**config.mk**
```make
export PLATFORM = sky130hd
export DESIGN_NAME = imem_boot_loader
export DESIGN_NICKNAME = d
export VERILOG_FILES = /design/src/rtl/imem_boot_loader.sv
export SDC_FILE = /design/constraint.sdc
export NUM_CORES = 1
export LEC_CHECK = 0
export CAP_MARGIN = 10
export CORE_MARGIN = 4
export CORE_UTILIZATION = 30
export DETAILED_ROUTE_END_ITERATION = 10
export PLACE_DENSITY = 0.52
export SYNTH_ARGS = -nofsm -noshare
export SYNTH_HDL_FRONTEND = slang
export SYNTH_SLANG_ARGS = --single-unit
```
**constraint.sdc**
```tcl
create_clock -name clk -period 7 [get_ports clk]
set_clock_uncertainty 0.1 [all_clocks]
set_input_delay 2.1 -clock clk [delete_from_list [all_inputs] [get_ports clk]]
set_output_delay 2.1 -clock clk [all_outputs]
set_load 0.01 [all_outputs]
```
**src/rtl/imem_boot_loader.sv**
```systemverilog
// Boot loader: receives a length-prefixed, XOR-checksummed byte stream and writes
// little-endian 32-bit words into instruction memory, holding the core in reset until done.
module imem_boot_loader #(
  parameter int ADDR_W = 10
) (
  input  logic              clk,
  input  logic              rst,
  input  logic              start,
  input  logic              in_valid,
  input  logic [7:0]        in_data,
  output logic              in_ready,
  output logic              imem_we,
  output logic [ADDR_W-1:0] imem_addr,
  output logic [31:0]       imem_wdata,
  output logic              core_rst,
  output logic              busy,
  output logic              done,
  output logic              error
);

  localparam logic [2:0] S_IDLE   = 3'd0;
  localparam logic [2:0] S_LEN_LO = 3'd1;
  localparam logic [2:0] S_LEN_HI = 3'd2;
  localparam logic [2:0] S_DATA   = 3'd3;
  localparam logic [2:0] S_CSUM   = 3'd4;
  localparam logic [2:0] S_DONE   = 3'd5;
  localparam logic [2:0] S_ERR    = 3'd6;

  logic [2:0]        state;
  logic [7:0]        len_lo;
  logic [15:0]       last_word;
  logic [ADDR_W-1:0] word_idx;
  logic [1:0]        byte_idx;
  logic [23:0]       word_buf;
  logic [7:0]        csum;
  logic              accept;
  logic [16:0]       len_full;
  logic              len_bad;
  logic              at_last_word;

  assign in_ready = (state == S_LEN_LO) || (state == S_LEN_HI) ||
                    (state == S_DATA)   || (state == S_CSUM);
  assign busy     = in_ready;
  assign done     = (state == S_DONE);
  assign error    = (state == S_ERR);
  assign core_rst = (state != S_DONE);
  assign accept   = in_valid && in_ready;

  // A length equal to the full memory depth is legal; one word more is not.
  assign len_full     = {1'b0, in_data, len_lo};
  assign len_bad      = (len_full == 17'd0) || (len_full > (17'd1 << ADDR_W));
  assign at_last_word = (32'(word_idx) == 32'(last_word));

  always_ff @(posedge clk) begin
    if (rst) begin
      state      <= S_IDLE;
      len_lo     <= '0;
      last_word  <= '0;
      word_idx   <= '0;
      byte_idx   <= '0;
      word_buf   <= '0;
      csum       <= '0;
      imem_we    <= 1'b0;
      imem_addr  <= '0;
      imem_wdata <= '0;
    end else begin
      imem_we <= 1'b0;
      case (state)
        S_IDLE, S_ERR: begin
          if (start) begin
            state    <= S_LEN_LO;
            word_idx <= '0;
            byte_idx <= '0;
            csum     <= '0;
          end
        end
        S_LEN_LO: begin
          if (accept) begin
            len_lo <= in_data;
            state  <= S_LEN_HI;
          end
        end
        S_LEN_HI: begin
          if (accept) begin
            last_word <= {in_data, len_lo} - 16'd1;
            state     <= len_bad ? S_ERR : S_DATA;
          end
        end
        S_DATA: begin
          if (accept) begin
            csum     <= csum ^ in_data;
            byte_idx <= byte_idx + 2'd1;
            // Bytes shift in from the top so byte 0 lands in bits [7:0].
            word_buf <= {in_data, word_buf[23:8]};
            if (byte_idx == 2'd3) begin
              imem_we    <= 1'b1;
              imem_addr  <= word_idx;
              imem_wdata <= {in_data, word_buf};
              word_idx   <= word_idx + ADDR_W'(1);
              if (at_last_word) state <= S_CSUM;
            end
          end
        end
        S_CSUM: begin
          if (accept) state <= (in_data == csum) ? S_DONE : S_ERR;
        end
        S_DONE: state <= S_DONE;
        default: state <= S_IDLE;
      endcase
    end
  end

endmodule
```
-- Word-level counts from Yosys, hierarchy flattened
Cells that the tools add are included.
- bits in registers: 114
- bits of input ports: 12
- output and inout bits: 48
- $add $sub $neg: 3
- order comparisons: 1
- equality and inequality tests: 17
- multiplexer cells: 21
- bitwise operators: 3
- reductions and logical operators: 17
- operator list (kind ; number):
    two-way mux 10 bit ; 3
    two-way mux 3 bit ; 8
    case mux 10 bit (2 select lines) ; 1
    case mux 3 bit (6 select lines) ; 1
    logical NOT 17 bit ; 1
    == test 10 x 16 -> 1 bit ; 1
    > comparator 16 x 11 -> 1 bit (second input constant) ; 1
    two-way mux 8 bit ; 2
    case mux 8 bit (2 select lines) ; 1
    subtractor 16 x 1 -> 16 bit (second input constant) ; 1
    != test 2 bit (second input constant) ; 6
    adder 10 x 1 -> 10 bit (second input constant) ; 1
    == test 3 bit (second input constant) ; 3
    == test 8 bit ; 1
    XOR 8 bit ; 1
    AND reduction 7 bit ; 1
    == test 3 x 2 -> 1 bit (second input constant) ; 2
    two-way mux 2 bit ; 3
    AND reduction 2 bit ; 3
    AND reduction 3 bit ; 2
    logical OR 1 bit ; 4
    case mux 2 bit (2 select lines) ; 1
    AND reduction 4 bit ; 1
    == test 3 x 1 -> 1 bit (second input constant) ; 1
    11 further kinds ; 12

-- Logic depth before layout (Yosys ltp)
Gate-level depths: netlist (run 1).
- depth after elaboration: 7
- mapped depth: 7

-- Least setup slack after synthesis (run 1)
Ideal clock, no wire load.
- path type: input port to flip-flop
- from: input port in_data[1]
- to: register state[0]
- library setup time: 0.123 ns
- data arrival time: 3.579 ns
- required time: 6.777 ns
- setup slack: 3.198 ns
- stages on the path: 6
- path buffers: 1
- cells stage by stage: buf_2 or4_4 or4_1 a31oi_1 a311o_1 o22ai_1
- longest elaborated chain between the ends: 5
- ends and longest elaborated chain (item ; RTL line ; text):
    from (decl) ; 10 ; input logic [7:0] in_data,
    > comparator 16 x 11 -> 1 bit or logical NOT 17 bit (tied branches) ; 51 ; assign len_bad = (len_full == 17'd0) || (len_full > (17'd1 << ADDR_W));
    logical OR 1 bit ; 51 ;
    two-way mux 3 bit ; 86 ; state <= len_bad ? S_ERR : S_DATA;
    two-way mux 3 bit ; 84 ; if (accept) begin
    case mux 3 bit (6 select lines) (*) ; 68 ; case (state)
    to (signal assigned) ; 86 ;
    to (signal assigned) ; 105 ; if (accept) state <= (in_data == csum) ? S_DONE : S_ERR;
    to (decl) ; 29 ; logic [2:0] state;
Every way passes the cells marked *; elsewhere a longest branch is shown, timed or not. The select of a mux whose other input is x is not followed.
A chain may end at the register's enable or synchronous reset.

-- Final worst setup path (run 1)
- from: register state[2]
- to: output port error
- longest elaborated chain between the ends: 1
- ends and longest elaborated chain (item ; RTL line ; text):
    == test 3 bit ; 45 ; assign error = (state == S_ERR);
    to (decl) ; 18 ; output logic error
Every way passes these cells.

==> impl_summary.md, run 1 <==
Status
The run finished with clean final reports.

Worst setup path
Among cell families on the critical path, the largest total delay comes from flip-flops. The number of buffers and inverters on the critical path is 1. For flop-to-flop paths, the worst setup slack is 4320 ps. The maximum fanout along the worst path is 15.

The endpoint identified for the worst register-to-register timing path is word_idx[1]. The endpoint class of the critical path is an output port. The critical path goes through nor2b_1, and2_1, clkdlybuf4s50_1. For the worst setup path, the data required time is 4800 ps.

On the worst path, the slowest cell contributes a delay of 620 ps. The startpoint identified for the worst register-to-register timing path is state[2]. The number of cells on the worst reg-to-reg path is 5. The nature of the critical path startpoint is a flop. STA puts the critical path data arrival time at 2090 ps.

By startpoint and endpoint, the worst setup path is classified as flop to output port. The cell with the biggest individual delay on the critical path is dfxtp_1.

STA
The setup-violating endpoint count in the final report is 0. Setup repair after global routing left no endpoint under its margin. The hold slack is 351 ps. Static timing analysis puts the maximum clock frequency at 233 MHz.

The minimum clock period is 4290 ps. After layout, the worst setup slack is 2710 ps. At the pin with the least slew margin, the transition time is 946 ps. Summed over all failing endpoints, the final setup total negative slack is 0 ps. The final-report hold violation count is 0. The count of final max-slew check failures is 0. Of the available clock period, the critical path in the final layout requires 61.2%. Headroom to the max-slew limit came out at 36.9%.

Placement
The pre-CTS setup slack is 2450 ps. The instance count after placement with tap cells included is 844. The routability congestion estimate from global placement is 0.799.

The total of buffers placed on input and output ports is 59. Detailed placement finished with a half-perimeter wire length of 8.66 mm.

Worst hold path
The min-delay analysis places its worst path in the category flop to flop. The hold path depth is 2. In this run the most critical hold path is launched from imem_addr[1].

The worst hold path terminates at imem_addr[1].

Detailed routing
The number of iterations in the first detailed-routing pass is 5. The DRC marker count from the first detailed-route iteration is 269. Using the TritonRoute via totals, the vias-per-cell ratio works out to 4.87.

The total number of vias is 4248. The routed design has 12.6 mm of wire. For this run, design rule violations remaining after detail routing come to 0.

The number of nets with antenna violations after routing is 0. After detailed routing, the average wire length per cell comes to 14.4 um.

Global route
Summed over all layers, the global routing overflow is 0. Global routing used 14.3% of the available tracks across all layers. The maximum number of pins on one net before global-route repair is 52. The number of antenna violations at the first check in global routing is 0.

The via count of the first global-routing pass came to 4101. The wire length of the first global-routing pass is 20.9 mm.

Final layout
In the final layout, the multi-input gates occupy 2320 um^2. In the layout the commonest cells are 159 x nand2_1, 114 x dfxtp_1, 93 x a21oi_1, 58 x clkdlybuf4s50_1, 47 x nor2_1. The post-route non-filler standard cell count is 872. The fraction of layout instances using a drive strength above 1 is 6.10%.

The layout has 1637 filler cells. The sequential cells in the finished layout cover a total of 2280 um^2. The leading cell type in the layout, fill and taps excluded is nand2_1. The repair_antennas step left the layout with diodes totalling 0. Relative to the synthesized area, the layout overhead comes to 25.6%. The final layout net count is 663.

Cells fill 38.3% of the core in the end.

Yosys
After technology mapping, the gate count stands at 610. The number of distinct library cells after synthesis is 49. The commonest register cell after synthesis is dfxtp_1. The yosys synthesis warning count is 0. Ranked by total cell area, the synthesized netlist is headed by dfxtp_1 47%, nand2_1 12%, a21oi_1 9.7%. The number of enable flip-flop cells after synthesis is 0. The average cell area after synthesis is 7.88 um^2.

The share of synthesized area in the top cell type comes to 47.5%. Of all flip-flops after synthesis, the portion carrying an async set or reset was 0%. The biggest area contributor in the post-synthesis netlist is dfxtp_1. The flip-flop and latch count after synthesis is 114. The total nets after synthesis is 626. Of the synthesized area, sequential elements account for 47.5%. After synthesis the cells add up to 4810 um^2.

Power and ir drop
The largest voltage drop on the vdd net is 170 uV. The total leakage power is 0.00201 uW. Power spread over the standard cell area amounts to 296 nW/um^2.

Clocking
The maximum clock insertion buffer count is 2. The number of buffers inserted by post-CTS setup repair is 0. The sink count of the clock tree is 114. The CTS buffer count is 17. Hold repair after CTS inserted 0 buffers.

Clock tree synthesis selected as its root buffer the cell clkbuf_16. Gates resized during post-CTS repair numbered 0. The H-tree generated during clock tree synthesis spans 4 levels.

The TritonCTS clock tree is built. The register clock-pin slew on the reported worst setup and hold paths is 50 ps. The clock insertion delay at the later pin of the skew report is 410 ps.

Run
The count of max-cap constraint violations is 0.

Floorplanning
Row generation in the floorplan step produced 46 rows. The die covers 18100 um^2. The die is 135 um tall. The initial utilization of the core area, before any placement, comes to 30.5%. The core outline area is 15800 um^2. The die span in x is 135 um. For this design the top-level I/O count stands at 60.
## sequential cells by signal (all words and copies together), names as in the netlist
signal / cells
imem_addr: 10
last_word: 16
imem_wdata: 32
len_lo: 8
word_buf: 24
byte_idx: 2
state: 3
imem_we: 1
word_idx: 10
csum: 8
## through the flow
stage	instance area, um^2	total power (uW)
after floorplan	4810	949
after global placement	5520	1030
after detailed placement	5520	1030
after CTS	6040	1810
after global routing	6040	1880
final	6040	1790
## per-layer routing
metal	wire, um	vias up	track usage [%]
li1	-	2137	-
met1	6030	2000	19.3
met2	5870	96	22.9
met3	551	15	3.69
met4	142	0	3.79
met5	0	-	0
## synthesized netlist by cell type (2+ instances only)
master and number:
nand2_1 159, dfxtp_1 114, a21oi_1 93, nor2_1 47, clkbuf_1 37, xnor2_1 18, o21ai_0 16, xor2_1 15
a211oi_1 10, nor2b_1 9, nand3_1 8, inv_1 6, o22ai_1 6, and3_1 5, nor4_1 5, or3_1 5
ha_1 4, nand4_1 4, nor3_1 4, a31oi_1 3, buf_1 3, buf_2 3, or4_1 3, and2_1 2
mux2i_1 2, nand2b_1 2, nand3b_1 2, o2111ai_1 2, o31ai_1 2, or4_4 2
## cells by family after synthesis
kind of cell,share of synthesized area [%]
compound gates,16.4
xor+xnor,6.01
fa+ha+maj,1.04
buf+inv,4.40
flops,47.5
mux,0.416
simple gates,24.2
## area by class of cell
cell class                      count  area share (%)
Multi-Input combinational cell    444            38.4
Inverter                            6           0.373
Sequential cell                   114            37.8
Timing Repair Buffer               64            10.3
Clock buffer                       21            7.62
Clock inverter                      7            1.04
Tap cell                          216            4.47
## worst min-delay path, stage by stage (launching register included)
cell     delay [ps]
dfxtp_1         300
nand2_1          50
a21oi_1          50
## how the worst max path moves through the flow
stage          startpoint        to  slack [ps]  depth (start not counted)
2_1_floorplan  in_data[1]  state[0]        3200                          6
3_3_place_gp   in_data[0]  state[0]        2530                          6
3_5_place_dp   in_data[0]  state[0]        2450                          6
4_1_cts          state[2]     error        2710                          3
5_1_grt          state[2]     error        2620                          3
6_report         state[2]     error        2710                          3
## report_power, final
part           switching [uW]  internal (uW)  leakage, uW
Sequential               42.4            679     0.000920
Combinational             176            122     0.000829
Clock                     278            494     0.000260
(Power assumes the default switching activity.)
==> inputs of run 2 (changes only) <==
==> constraint.sdc (replaced) <==
create_clock -name clk -period 4.45 [get_ports clk]
set_clock_uncertainty 0.1 [all_clocks]
set_input_delay 1.335 -clock clk [delete_from_list [all_inputs] [get_ports clk]]
set_output_delay 1.335 -clock clk [all_outputs]
set_load 0.01 [all_outputs]
==> impl_summary.md, run 2 (synthesis results as in run 1) <==
Final layout
The layout overhead on the synthesized area is 29.5% (was 25.6%). The fraction of layout instances using a drive strength above 1 is 7.67% (was 6.10%). The number of antenna cells inserted was 0 (unchanged). The flip-flop count of the largest register, all copies and words added is 32 (unchanged). The final layout net count is 668 (was 663). Registers with the most flip-flops: imem_wdata x32, word_buf x24, last_word x16 (unchanged). The total area of sequential cells is 2280 um^2 (unchanged).

Top library cells by usage in the layout, fill and taps aside: 159 x nand2_1, 114 x dfxtp_1, 93 x a21oi_1, 58 x clkdlybuf4s50_1, 47 x nor2_1 (unchanged). The multi-input gate area in the final layout came to 2320 um^2 (unchanged). The fill cell instance count of the final layout came to 1647 (was 1637). The largest register by flop count is imem_wdata (unchanged). The leading cell type in the layout, fill and taps excluded is nand2_1 (unchanged).

STA
The routed design could run at a clock period as short as 3580 ps. Derived from the worst setup path, the maximum achievable clock frequency is 279 MHz. The setup-violating endpoint count in the final report is 0 (unchanged). The headroom to the max-slew limit is 37.4% (was 36.9%).

The pin slew with the least headroom to its limit came to 939 ps (was 946 ps). Setup repair after global routing missed its margin: false (unchanged). The final-report hold violation count is 0 (unchanged). The total negative slack came to 0 ps (unchanged).

The count of final max-slew check failures came to 0 (unchanged). The share of the cycle needed by the critical path after routing is 80.5%. The hold slack is 354 ps (was 351 ps).

Worst hold path
The classification of the worst-slack hold path is flop to flop (unchanged).

Clocking
The sink count of the clock tree is 114 (unchanged). The level count of the clock H-tree is 4 (unchanged). The number of buffers inserted by post-CTS setup repair was 0 (unchanged).

The TritonCTS clock tree is built (unchanged). The CTS buffer count is 17 (unchanged). The post-cts resize count is 0 (unchanged). The master cell of the clock root buffer is clkbuf_16 (unchanged). The number of buffers added to fix hold violations after cts is 0 (unchanged). The maximum clock insertion buffer count is 2 (unchanged). The register clock-pin slew on the reported worst setup and hold paths is 60 ps (was 50 ps). The clock insertion delay at the later pin of the skew report is 420 ps (was 410 ps).

Worst setup path
The nature of the critical path startpoint was a flop (unchanged). The startpoint of the worst setup timing path is state[2] (unchanged). The category of the most critical setup path was flop to output port (unchanged). Cell-by-cell listing of the critical path: nor2b_1, and2_1, clkdlybuf4s50_1 (unchanged).

The reg-to-reg critical path startpoint is state[2] (unchanged). The cell with the biggest individual delay on the critical path is dfxtp_1 (unchanged). The worst setup slack for register-to-register paths came to 1800 ps (was 4320 ps). The capturing instance or port of the critical path is error (unchanged). The maximum fanout along the worst path is 15 (unchanged).

The worst stage delay on the critical path is 640 ps (was 620 ps). The data arrival time at the worst-slack endpoint is 2150 ps (was 2090 ps). The required time of the worst setup path is 3010 ps (was 4800 ps). The end of the worst register-to-register path is word_idx[0] (was word_idx[1]). The number of cells on the worst reg-to-reg path came to 5 (unchanged). The endpoint class of the critical path is an output port (unchanged).

Power and ir drop
The power density over the cells came to 498 nW/um^2 (was 296 nW/um^2). The largest voltage drop on the vdd net is 257 uV (was 170 uV). The total leakage power is 0.00211 uW (was 0.00201 uW).

Global route
The via count of the first global-routing pass was 4072 (was 4101). The total global-route track usage was 14.8% (was 14.3%). The number of antenna violations at the first check in global routing is 0 (unchanged). The wire length of the first global-routing pass is 21.3 mm (was 20.9 mm). The maximum number of pins on one net before global-route repair came to 78 (was 52). The overall overflow remaining after global route is 0 (unchanged).

Placement
The detailed placer's ending HPWL is 8.70 mm (was 8.66 mm). The routability congestion estimate from global placement was 0.827 (was 0.799). The total of buffers placed on input and output ports is 59 (unchanged).

Run
The count of max-cap constraint violations is 0 (unchanged).

Detailed routing
The number of nets with antenna violations after routing is 0 (unchanged). The DRC marker count from the first detailed-route iteration is 375 (was 269). The average vias per placed instance came to 4.88 (was 4.87). The number of iterations in the first detailed-routing pass was 6 (was 5). The total number of vias was 4300 (was 4248). The residual DRC count is 0 (unchanged). The final wirelength was 13.0 mm (was 12.6 mm). The wire length per cell after detailed routing was 14.8 um (was 14.4 um).

Status
Outcome: completed (unchanged).

Floorplanning
The total die area is 18100 um^2 (unchanged). The die span in x came to 135 um (unchanged). The number of placement rows came to 46 (unchanged). The I/O pin count is 60 (unchanged). The die height is 135 um (unchanged). The initial core utilization came to 30.5% (unchanged). The core outline area is 15800 um^2 (unchanged).
==> run 2: layer usage <==
metal | GRT usage (%) | part of all wire (%) | vias up
met5 | 0 | 0 | -
met4 | 5.15 | 1.2 | 0
met3 | 4.21 | 4.5 | 15
met2 | 22.9 | 46 | 94
met1 | 19.9 | 48 | 2048
li1 | - | - | 2143
==> run 2: through the flow <==
step | total power (uW) | area [um^2] | std cells | utilization [%] | setup slack [ps]
after global routing | 3240 | 6220 | 881 | 39.5 | 743
after CTS | 3120 | 6220 | 881 | 39.5 | 839
after floorplan | 1490 | 4810 | 610 | - | 1410
final | 3100 | 6220 | 881 | 39.5 | 868
after detailed placement | 1620 | 5570 | 849 | 35.3 | 697
after global placement | 1610 | 5570 | 849 | 35.3 | 766
==> run 2: power breakdown <==
group	internal, uW	switching [uW]
logic	195	269
registers	1070	72.9
clock network	1020	475
==> run 2: cell type report <==
type	count	share of cell area, %
multi-input cells	444	37.3
flip-flops and latches	114	36.7
well taps	216	4.34
clock buffers	23	8.16
inverters	6	0.362
clock inverters	9	2.39
repair buffers	69	10.8
==> run 2: how the worst min path moves through the flow <==
stage                                 to            from  cells after the start
after floorplan            imem_wdata[0]     word_buf[0]                      2
after detailed placement   imem_wdata[0]   imem_wdata[0]                      2
final                     imem_wdata[15]  imem_wdata[15]                      2
after global routing       imem_wdata[3]     word_buf[3]                      2
after CTS                 imem_wdata[21]  imem_wdata[21]                      2
after global placement    imem_wdata[30]  imem_wdata[30]                      2
==> run 2: critical path: cells and delay by family, from the launching register on <==
kind	cells	cell delay, ps
simple gates	2	550
flops	1	640
buf+inv	1	540
==> inputs of run 3 (changes only) <==
==> constraint.sdc (replaced) <==
create_clock -name clk -period 3.55 [get_ports clk]
set_clock_uncertainty 0.1 [all_clocks]
set_input_delay 1.065 -clock clk [delete_from_list [all_inputs] [get_ports clk]]
set_output_delay 1.065 -clock clk [all_outputs]
set_load 0.01 [all_outputs]
==> impl_summary.md, run 3 (synthesis results as in run 1) <==
Status
Outcome: completed (unchanged).

Global route
The overall overflow remaining after global route came to 0 (unchanged). The total global-route track usage is 14.6% (was 14.8%). The via count of the first global-routing pass is 4152 (was 4072).

The wire length of the first global-routing pass is 21.2 mm (was 21.3 mm). The number of antenna violations at the first check in global routing is 0 (unchanged). The maximum number of pins on one net before global-route repair is 99 (was 78).

Power and ir drop
The net load switching power is 971 uW (was 817 uW). The internal power of the cells is 2630 uW (was 2290 uW). The largest voltage drop on the vdd net is 302 uV (was 257 uV). The total leakage power is 0.00208 uW (was 0.00211 uW).

The clock network fraction of design power was 44.1% (was 48.3%). The sequential fraction of design power came to 39.5% (was 36.8%). The fraction of power consumed by combinational cells is 16.4% (was 15.0%). The overall power of the completed layout is 3600 uW (was 3100 uW). The power density over the cells is 583 nW/um^2 (was 498 nW/um^2). The switching share of power is 27.0% (was 26.3%).

STA
Setup repair after global routing missed its margin: false (unchanged). The count of final max-slew check failures is 0 (unchanged). The final-report hold violation count is 0 (unchanged). The setup-violating endpoint count in the final report is 0 (unchanged). The hold slack was 353 ps (was 354 ps). The headroom to the max-slew limit came to 64.0% (was 37.4%). After layout, the worst path uses 89.0% of the clock period.

The fmax is 316 MHz. The pin slew with the least headroom to its limit is 535 ps (was 939 ps). The worst path needs 3160 ps of the cycle, external delays included. The total negative slack is 0 ps (unchanged).

Worst setup path
The nature of the critical path startpoint is a flop (unchanged). The endpoint class of the critical path is an output port (unchanged). The reg-to-reg critical path startpoint is state[0] (was state[2]). The required time of the worst setup path came to 2380 ps (was 3010 ps). The maximum fanout along the worst path is 15 (unchanged).

The data arrival time at the worst-slack endpoint is 2000 ps (was 2150 ps). The number of cells on the worst reg-to-reg path came to 6 (was 5). The category of the most critical setup path was flop to output port (unchanged). The end of the worst register-to-register path is word_idx[9] (was word_idx[0]).

The worst setup slack for register-to-register paths is 1270 ps (was 1800 ps).

Final layout
The layout overhead on the synthesized area came to 28.2% (was 29.5%). The flip-flop count of the largest register, all copies and words added is 32 (unchanged). The final cell area excluding filler cells is 6170 um^2 (was 6220 um^2). Top library cells by usage in the layout, fill and taps aside: 159 x nand2_1, 114 x dfxtp_1, 93 x a21oi_1, 58 x clkdlybuf4s50_1, 47 x nor2_1 (unchanged). The fill cell instance count of the final layout is 1671 (was 1647).

The largest register by flop count is imem_wdata (unchanged). The leading cell type in the layout, fill and taps excluded was nand2_1 (unchanged). The fraction of layout instances using a drive strength above 1 is 7.60% (was 7.67%). The final layout net count is 674 (was 668).

The fraction of the core area covered by cells at the end of the flow is 39.1% (was 39.5%). Registers with the most flip-flops: imem_wdata x32, word_buf x24, last_word x16 (unchanged). The number of antenna cells inserted is 0 (unchanged).

Clocking
The sink count of the clock tree was 114 (unchanged). The number of buffers inserted by post-CTS setup repair was 0 (unchanged). The register clock-pin slew on the reported worst setup and hold paths was 50 ps (was 60 ps). The level count of the clock H-tree is 4 (unchanged).

The CTS buffer count is 17 (unchanged). The post-cts resize count is 0 (unchanged). The clock insertion delay at the later pin of the skew report is 410 ps (was 420 ps).

The TritonCTS clock tree is built (unchanged). The number of buffers added to fix hold violations after cts came to 0 (unchanged). The maximum clock insertion buffer count was 2 (unchanged).

The master cell of the clock root buffer is clkbuf_16 (unchanged).

Worst hold path
The hold path depth is 2 (unchanged). The worst min-delay path endpoint is imem_addr[8] (was imem_wdata[15]). The classification of the worst-slack hold path is flop to flop (unchanged). The start point of the worst min-delay path is imem_addr[8] (was imem_wdata[15]).

Floorplanning
The number of placement rows is 46 (unchanged). The core outline area is 15800 um^2 (unchanged). The die span in x is 135 um (unchanged). The initial core utilization is 30.5% (unchanged). The I/O pin count was 60 (unchanged). The total die area was 18100 um^2 (unchanged).

The die height was 135 um (unchanged).

Detailed routing
The total number of vias is 4297 (was 4300). The final wirelength is 12.9 mm (was 13.0 mm). The number of iterations in the first detailed-routing pass came to 5 (was 6).

The wire length per cell after detailed routing came to 14.5 um (was 14.8 um). The residual DRC count is 0 (unchanged). The DRC marker count from the first detailed-route iteration is 341 (was 375). The average vias per placed instance was 4.84 (was 4.88). The number of nets with antenna violations after routing came to 0 (unchanged).

Placement
The post-place instance area is 5610 um^2 (was 5570 um^2). The detailed placer's ending HPWL was 8.84 mm (was 8.70 mm). The routability congestion estimate from global placement came to 0.906 (was 0.827). The total of buffers placed on input and output ports came to 59 (unchanged).

Run
The count of max-cap constraint violations is 0 (unchanged).
-- run 3: cell types whose count changed in the layout (fill, tap and decap cells not counted) --
| cell | change |
|---|---|
| clkbuf_1 | +6 |
| buf_4 | +6 |
| clkbuf_8 | -2 |
| clkinv_4 | -1 |
| bufinv_16 | -3 |
-- run 3: routing by layer --
metal	track usage [%]	wire, um	share of wire (%)
met4	5.37	201	1.6
met2	23.2	5930	46
met5	0	0	0
met3	3.54	568	4.4
met1	19.3	6180	48
-- run 3: cell type report --
type                            instances  area [um^2]  area share (%)
Clock inverter                          5         50.0           0.812
Tap cell                              216          270            4.38
Sequential cell                       114         2280            37.0
Timing Repair Buffer                   75          718            11.6
Clock buffer                           27          503            8.16
Inverter                                6         22.5           0.365
Multi-Input combinational cell        444         2320            37.6
-- run 3: worst max-delay path by stage --
stage | start | end
floorplan | in_data[1] | state[0]
global placement | start | word_idx[6]
detailed placement | start | word_idx[9]
CTS | state[0] | in_ready
global route | state[0] | in_ready
finish | state[0] | in_ready
-- run 3: critical path, cell delays in order (launching register included) --
cell             delay, ps
dfxtp_1                640
nor2_1                 160
xnor2_1                210
clkdlybuf4s50_1        570
-- run 3: power groups by stage --
stage	combinational, uW	sequential (uW)	clock (uW)
floorplan	465	1410	0
global placement	586	1450	0
detailed placement	594	1450	0
CTS	596	1420	1620
global route	658	1430	1670
finish	590	1420	1590
-- run 3: metrics by stage --
step                instances  worst slack [ps]
floorplan                 610               783
global placement          855               313
detailed placement        855               276
CTS                       887               362
global route              887               262
finish                    887               389
